<file path="src/rtl/transpose_stream_ctrl.sv">
// Streaming matrix transpose: loads a SIZE_A x SIZE_B row-major frame into a
// register buffer, then drains it column-by-column as a SIZE_B x SIZE_A stream.
module transpose_stream_ctrl #(
  parameter int SIZE_A = 8,
  parameter int SIZE_B = 8,
  parameter int N_BITS = 22
) (
  input  logic              clk,
  input  logic              rst_n,
  input  logic [N_BITS-1:0] in_data,
  input  logic              in_valid,
  input  logic              in_last,
  output logic              in_ready,
  output logic [N_BITS-1:0] out_data,
  output logic              out_valid,
  output logic              out_last,
  input  logic              out_ready,
  output logic              frame_done,
  output logic              err
);

  localparam int RW    = (SIZE_A > 1) ? $clog2(SIZE_A) : 1;
  localparam int CW    = (SIZE_B > 1) ? $clog2(SIZE_B) : 1;
  localparam int DEPTH = SIZE_A * SIZE_B;
  localparam int AW    = (DEPTH > 1) ? $clog2(DEPTH) : 1;
  localparam logic [RW-1:0] LAST_R = RW'(SIZE_A - 1);
  localparam logic [CW-1:0] LAST_C = CW'(SIZE_B - 1);

  typedef enum logic {LOAD, DRAIN} state_t;
  state_t state, state_nxt;

  // rd_c walks input rows, rd_r walks input columns
  logic [RW-1:0]     wr_r, rd_c;
  logic [CW-1:0]     wr_c, rd_r;
  logic [N_BITS-1:0] mem [DEPTH];
  logic [AW-1:0]     wr_idx, rd_idx;
  logic              wr_fire, rd_fire, wr_final, rd_final;

  assign in_ready  = (state == LOAD);
  assign out_valid = (state == DRAIN);
  assign wr_fire   = in_valid && in_ready;
  assign rd_fire   = out_valid && out_ready;
  assign wr_final  = (wr_r == LAST_R) && (wr_c == LAST_C);
  assign rd_final  = (rd_r == LAST_C) && (rd_c == LAST_R);
  assign wr_idx    = AW'(wr_r) * AW'(SIZE_B) + AW'(wr_c);
  assign rd_idx    = AW'(rd_c) * AW'(SIZE_B) + AW'(rd_r);
  assign out_last  = out_valid && rd_final;
  assign out_data  = out_valid ? mem[rd_idx] : '0;

  always_comb begin
    state_nxt = state;
    case (state)
      LOAD:  if (wr_fire && wr_final) state_nxt = DRAIN;
      DRAIN: if (rd_fire && rd_final) state_nxt = LOAD;
    endcase
  end

  always_ff @(posedge clk or negedge rst_n) begin
    if (!rst_n) state <= LOAD;
    else        state <= state_nxt;
  end

  always_ff @(posedge clk or negedge rst_n) begin
    if (!rst_n) begin
      wr_r       <= '0;
      wr_c       <= '0;
      rd_r       <= '0;
      rd_c       <= '0;
      frame_done <= 1'b0;
      err        <= 1'b0;
    end else begin
      frame_done <= rd_fire && rd_final;
      if (wr_fire) begin
        if (in_last != wr_final) err <= 1'b1;
        if (wr_c == LAST_C) begin
          wr_c <= '0;
          wr_r <= (wr_r == LAST_R) ? '0 : wr_r + RW'(1);
        end else begin
          wr_c <= wr_c + CW'(1);
        end
      end
      if (rd_fire) begin
        if (rd_c == LAST_R) begin
          rd_c <= '0;
          rd_r <= (rd_r == LAST_C) ? '0 : rd_r + CW'(1);
        end else begin
          rd_c <= rd_c + RW'(1);
        end
      end
    end
  end

  // Frame buffer holds no reset: contents are only read after a full load.
  always_ff @(posedge clk) begin
    if (wr_fire) mem[wr_idx] <= in_data;
  end

endmodule

</file>
<file path="config.mk">
export PLATFORM = sky130hd
export DESIGN_NAME = transpose_stream_ctrl
export DESIGN_NICKNAME = d
export VERILOG_FILES = /design/src/rtl/transpose_stream_ctrl.sv
export SDC_FILE = /design/constraint.sdc
export NUM_CORES = 1
export LEC_CHECK = 0
export BUFFER_PORTS_ARGS = -buffer_cell sky130_fd_sc_hd__buf_2
export CAP_MARGIN = 10
export CORE_ASPECT_RATIO = 0.75
export CORE_MARGIN = 2
export CORE_UTILIZATION = 45
export CTS_BUF_LIST = sky130_fd_sc_hd__clkbuf_8
export CTS_CLUSTER_DIAMETER = 80
export DETAILED_ROUTE_END_ITERATION = 8
export PLACE_DENSITY_LB_ADDON = 0.3
export SYNTH_ARGS = -nofsm -noshare
export SYNTH_HDL_FRONTEND = slang
export SYNTH_SLANG_ARGS = --single-unit
</file>
<file path="constraint.sdc">
create_clock -name clk -period 3.2 [get_ports clk]
set_clock_uncertainty 0.05 [all_clocks]
set_input_delay 0.16 -clock clk [delete_from_list [all_inputs] [get_ports clk]]
set_output_delay 0.16 -clock clk [all_outputs]
set_load 0.01 [all_outputs]
</file>
== Word-level counts from Yosys, hierarchy flattened ==
Memory sizes are Yosys's and may differ from the RTL's.
Index checks and enable logic that the tools add are counted.

* Register bits: 15
* Bits in writable memories: 1408
* Input bits: 27
* Output and inout port bits: 27
* Word-level logic and storage cells: 40
* Memories: 1

{| class="wikitable"
|+ Memory list
! name !! words !! width !! read ports !! clocked after memory_dff !! wr ports !! line !! RTL
|-
| mem || 64 || 22 || 1 || 0 || 1 || 35 || <nowiki>logic [N_BITS-1:0] mem [DEPTH];</nowiki>
|}

* Add/subtract/negate cells: 6
* Equality and inequality tests: 5
* Muxes and demuxes: 10
* Bitwise gates (word level): 1
* Reduce and logical (&&, ||, !) cells: 10

{| class="wikitable"
|+ Operators with widths
! operator !! count
|-
| $mux W22 || 1
|-
| $add A3 B1 Y3 const B || 4
|-
| $add A6 B3 Y6 || 2
|-
| $eq A3 B3 Y1 const B || 4
|-
| $mux W3 || 4
|-
| $logic_and A1 B1 Y1 || 7
|-
| $reduce_and A2 Y1 || 3
|-
| $mux W1 || 4
|-
| $pmux W1 S2 || 1
|-
| $ne A1 B1 Y1 || 1
|-
| $not A1 Y1 || 1
|}

== Logic depth before layout (Yosys ltp) ==
* Depth in word-level cells: 5
* Depth in mapped cells: 11
* Depth with buffers taken out: 5

== Least setup slack after synthesis ==
No wires, ideal clock.

* Kind: flip-flop to flip-flop
* From: register state (netlist: out_valid)
* To: memory mem[61][0], enable pin
* Library setup time: 0.401 ns
* Arrival time: 2.182 ns
* Required time: 2.749 ns
* Path slack: 0.567 ns
* Stages on the path, launching flop included: 6
* Path buffers: 0
* Path through: dfrtp_1 > inv_1 > nand2_1 > nor2_1 > nand3_1 > nor2_1

* Longest elaborated chain between the ends: 4

{| class="wikitable"
|+ RTL lines
! item !! line !! RTL
|-
| start: declaration || 30 || <nowiki>state_t state, state_nxt;</nowiki>
|-
| start signal: assignment || 60 || <nowiki>else state <= state_nxt;</nowiki>
|-
| $not A1 Y1 || - ||
|-
| via in_ready || 13 || <nowiki>output logic in_ready,</nowiki>
|-
| $logic_and A1 B1 Y1 || 41 || <nowiki>assign wr_fire = in_valid && in_ready;</nowiki>
|-
| $mux W1 || 95 || <nowiki>if (wr_fire) mem[wr_idx] <= in_data;</nowiki>
|-
| $mux W1 (implied by the code) || 95 ||
|-
| end: declaration || 35 ||
|}

The timed path passes the listed nets, and every way through them passes these cells.

== Final worst setup path ==
* From: register rd_r[0]
* To: output port out_data[15]

* Longest elaborated chain between the ends: 3

{| class="wikitable"
|+ RTL lines
! item !! line !! RTL
|-
| start: declaration || 34 || <nowiki>logic [CW-1:0] wr_c, rd_r;</nowiki>
|-
| start signal: assignment || 85 || <nowiki>rd_r <= (rd_r == LAST_C) ? '0 : rd_r + CW'(1);</nowiki>
|-
| $add A6 B3 Y6 || 46 || <nowiki>assign rd_idx = AW'(rd_c) * AW'(SIZE_B) + AW'(rd_r);</nowiki>
|-
| $mem_v2 Z64 W22 || - ||
|-
| $mux W22 || 48 || <nowiki>assign out_data = out_valid ? mem[rd_idx] : '0;</nowiki>
|-
| end: declaration || 14 || <nowiki>output logic [N_BITS-1:0] out_data,</nowiki>
|}

No other way between the ends.

==> results.md <==
- Status: complete, but fails checks
- Failing checks: setup timing
- Share of cells above drive strength 1: 37.2%
- Crit. End Element: output pin
- RR Endpoint: mem[20][20]$_DFFE_PP_
- Drt via density: 6.09
- Die width: 407 um
- Core area: 0.120 mm^2
- Die extent in y: 306 um
- Post-Synth XOR/XNOR Area: 0.0160%
- Largest family of logic cells by synthesized area: multiplexers
- Port Buffers: 53
- Final Hold Fails: 0
- Synth Area in Adders: 0.183%
- Arr. time, crit path: 3550 ps
- CTS tree: built
- Clock buffer count from CTS: 207
- RR Startpoint: out_valid$_DFF_PN0_
- Root buffer cell: clkbuf_8
- Slowest stage delay, CP: 540 ps
- Final ANT Viol Nets: 0
- Gate Count Post-Synth: 2,424
- Final slew viol count: 0
- Switch share: 31.2%
- Reg clk slew, reported paths: 70 ps
- Largest net degree at the start of global routing: 65
- Async SR Flop Fraction: 1.05%
- Final WS setup: -559 ps
- Min Clock Period, post-route: 3760 ps
- Vias in the first global route: 28,300
- Sw Pwr: 16,100 uW
- H-tree Lvls: 4
- Peak VDD IR: 0.000571 V
- Post-synthesis compound-gate area fraction: 2.47%
- Post-Route WL: 149,000 um
- Nets@finish: 2,924
- Crit share post-route: 117%
- Count of final setup violators: 22
- Initial antenna violation count: 7
- Cell area after synthesis: 0.0547 mm^2
- HPWL Detailed: 86,200 um
- Mean Syn Cell Area: 22.6 um^2
- Syn nets: 2,459
- Routability Congestion: 0.866
- Starting Density: 45.5%
- Post-synthesis sequential area ratio: 77.9%
- Hold EP: mem[58][13]$_DFFE_PP_
- Cell-internal power: 35,500 uW
- Worst slack, placed: -250 ps
- Rows: 110
- Max clock buf depth: 3
- Seq pwr share: 40.2%
- First-pass GRT wire length: 210,000 um
- Max FO, Critical Path: 7
- Num ports: 54
- Avg WL per Cell: 31.8 um
- Post-synth EDFFs: 1,408
- Via count: 28,500
- Setup TNS: -10,620 ps
- Leakage power: 0.0207 uW
- Clk sink count: 1,423
- Hold Slack: 128 ps
- Max-cap violations: 0
- Pwr Density: 799 mW/mm^2
- Slowest cell on crit path: dfrtp_4
- R2R Setup Slk: 460 ps
- Synth Flop Type: edfxtp_1
- Worst Min Path Start: in_data[13]
- Die area: 0.124 mm^2
- Clock power frac: 27.3%
- Slew Limit Headroom: 17.8%
- FILL cells: 9,126
- RSZ-0062 raised after global routing: true
- Area delta synth->final: 18.0%
- Worst Path Required: 2990 ps
- Area share of the largest cell type after synthesis: 77.2%
- Crit start category: flop
- YS warnings: 0
- Hold WC Path Type: in -> reg
- Top area cells in the synthesized netlist: edfxtp_1 77%, mux4_2 13%, mux2i_1 1.4%
- Worst Tran Pin Value: 1230 ps
- Cell taking the most area after synthesis: edfxtp_1
- Cell family with most CP delay: multiplexers
- Synth Area in Simple Gates: 1.86%
- Crit path kind: reg -> out
- Crit. path cell count: 8
- DRC viols: 0
- Buf+Inv Stages, Crit Path: 4
- GRT Overall Usage: 24.1%
- Max Clk Rate: 266 MHz
- Combinational Power Share: 32.5%
- 1st-iter DRT viols: 3,996
- Crit-path cells: buf_12 -> buf_12 -> buf_16 -> mux4_2 -> mux4_2 -> nand2b_4 -> a31o_1 -> buf_2
- Post-synthesis mux area share: 16.1%
- Seq cells post-synth: 1,423
- FF-to-FF path depth: 6
- Worst skew pair latency: 930 ps
- Count of cell types in the netlist: 45
- Worst Hold Depth: 2
- First-pass iteration count of the detailed router: 8
- GRT overflow: 0
-- per-stage QoR --
step                      power [uW]  cells  cell area, um^2  utilization (%)
after floorplan                29300   2424            54700                -
after CTS                      50900   4658            64000             53.2
after detailed placement       35300   4214            58800             48.9
after global routing           53300   4686            64600             53.7
after global placement         35100   4214            58800             48.9
final                          51600   4686            64600             53.7
-- state kept, by name, summed over array words and instances (netlist names) --
name        cells
err             1
wr_c            3
frame_done      1
rd_r            3
out_valid       1
rd_c            3
mem          1408
wr_r            3
-- worst max path at each step --
stage,startpoint,endpoint,slack (ps)
2_1_floorplan,out_valid$_DFF_PN0_,mem[61][0]$_DFFE_PP_,570
3_3_place_gp,rd_r[0]$_DFFE_PN0P_,out_data[11],-210
3_5_place_dp,rd_r[0]$_DFFE_PN0P_,out_data[11],-250
4_1_cts,rd_r[0]$_DFFE_PN0P_,out_data[11],-630
5_1_grt,rd_r[0]$_DFFE_PN0P_,out_data[11],-640
6_report,rd_r[0]$_DFFE_PN0P_,out_data[15],-560
-- power by group through the flow --
stage	sequential (uW)	combinational, uW	clock, uW
6_report	20800	16800	14100
5_1_grt	20700	17500	15100
4_1_cts	20800	15900	14300
3_5_place_dp	21200	14100	0
3_3_place_gp	21200	14000	0
2_1_floorplan	21000	8370	0
-- synth_stat cells (2+ instances only) --
| master | instances |
|---|---|
| a2111oi_0 | 6 |
| a211o_1 | 4 |
| a211oi_1 | 25 |
| a21o_1 | 5 |
| a21oi_1 | 5 |
| a221oi_1 | 6 |
| a22o_1 | 10 |
| a22oi_1 | 17 |
| a31o_1 | 8 |
| and2_1 | 3 |
| buf_1 | 5 |
| buf_12 | 2 |
| buf_2 | 49 |
| buf_4 | 22 |
| buf_6 | 12 |
| buf_8 | 4 |
| clkbuf_1 | 37 |
| dfrtp_1 | 15 |
| edfxtp_1 | 1408 |
| ha_1 | 8 |
| mux2_2 | 23 |
| mux2i_1 | 77 |
| mux4_1 | 17 |
| mux4_2 | 325 |
| nand2_1 | 35 |
| nand2b_1 | 17 |
| nand3_1 | 6 |
| nand3b_1 | 6 |
| nor2_1 | 91 |
| nor2b_1 | 21 |
| nor3_1 | 20 |
| nor4_1 | 8 |
| o211ai_1 | 3 |
| o21ai_0 | 43 |
| o21ai_1 | 3 |
| o22ai_1 | 64 |
| o32ai_1 | 2 |
| or3_1 | 3 |
| or3b_2 | 3 |
-- layout make-up --
type / instances / area [um^2] / area share, %
Clock buffer: 214 / 2950 / 4.56
Sequential cell: 1423 / 42700 / 66.1
Inverter: 1 / 3.75 / 0.00581
Timing Repair Buffer: 388 / 4020 / 6.22
Clock inverter: 167 / 1020 / 1.58
Tap cell: 1624 / 2030 / 3.15
Multi-Input combinational cell: 868 / 11900 / 18.4
Antenna cell: 1 / 2.50 / 0.00387
-- cell families after synthesis --
group                    after synthesis
XOR/XNOR                               1
AND/OR/NAND/NOR                      215
buffers and inverters                133
adder cells (fa/ha/maj)                8
flip-flops                          1423
multiplexers                         442
AO/OA/AOI/OAI                        202
-- layout by cell type (no fill, tap or decap), types with 6 or more instances in the layout --
master / instances
dfrtp_1: 10
o21ai_0: 39
nand2_1: 26
bufinv_16: 10
nand3b_1: 6
mux2i_4: 6
buf_6: 17
buf_8: 7
nor3_1: 16
a211oi_1: 16
o22ai_2: 9
nand2_2: 9
a22oi_1: 17
nand3_1: 6
mux2_2: 23
buf_12: 44
clkinv_1: 51
nand2b_1: 7
buf_4: 218
dlygate4sd3_1: 29
buf_2: 49
nor2_1: 21
a211oi_2: 6
nor2b_1: 20
nand2b_4: 8
edfxtp_1: 1408
o22ai_1: 54
clkbuf_16: 6
buf_16: 13
clkbuf_8: 214
a22o_1: 7
nor2_2: 69
nor4_1: 7
mux2i_1: 66
a31o_1: 8
ha_1: 8
clkinv_2: 29
inv_1: 65
mux4_2: 340
-- per-layer routing --
layer  share of wire (%)  GRT usage, %  wire (um)  up-vias
met5              0.0047             0          7        -
met4                 2.5          7.08       3670        2
met2                  44          34.4      66100     1790
met1                  42          36.7      61900    15200
met3                  12          6.10      17400      232
li1                    -             -          -    11300
-- repair_timing --
action	in CTS	in global routing
endpoints found under the setup margin	23	22
hold endpoints to repair	1048	0
resized for setup	126	55
hold buffers	29	0
cloned	8	6
pin swaps	10	11
buffers inserted	27	19
Power figures use the tool's default switching activity.
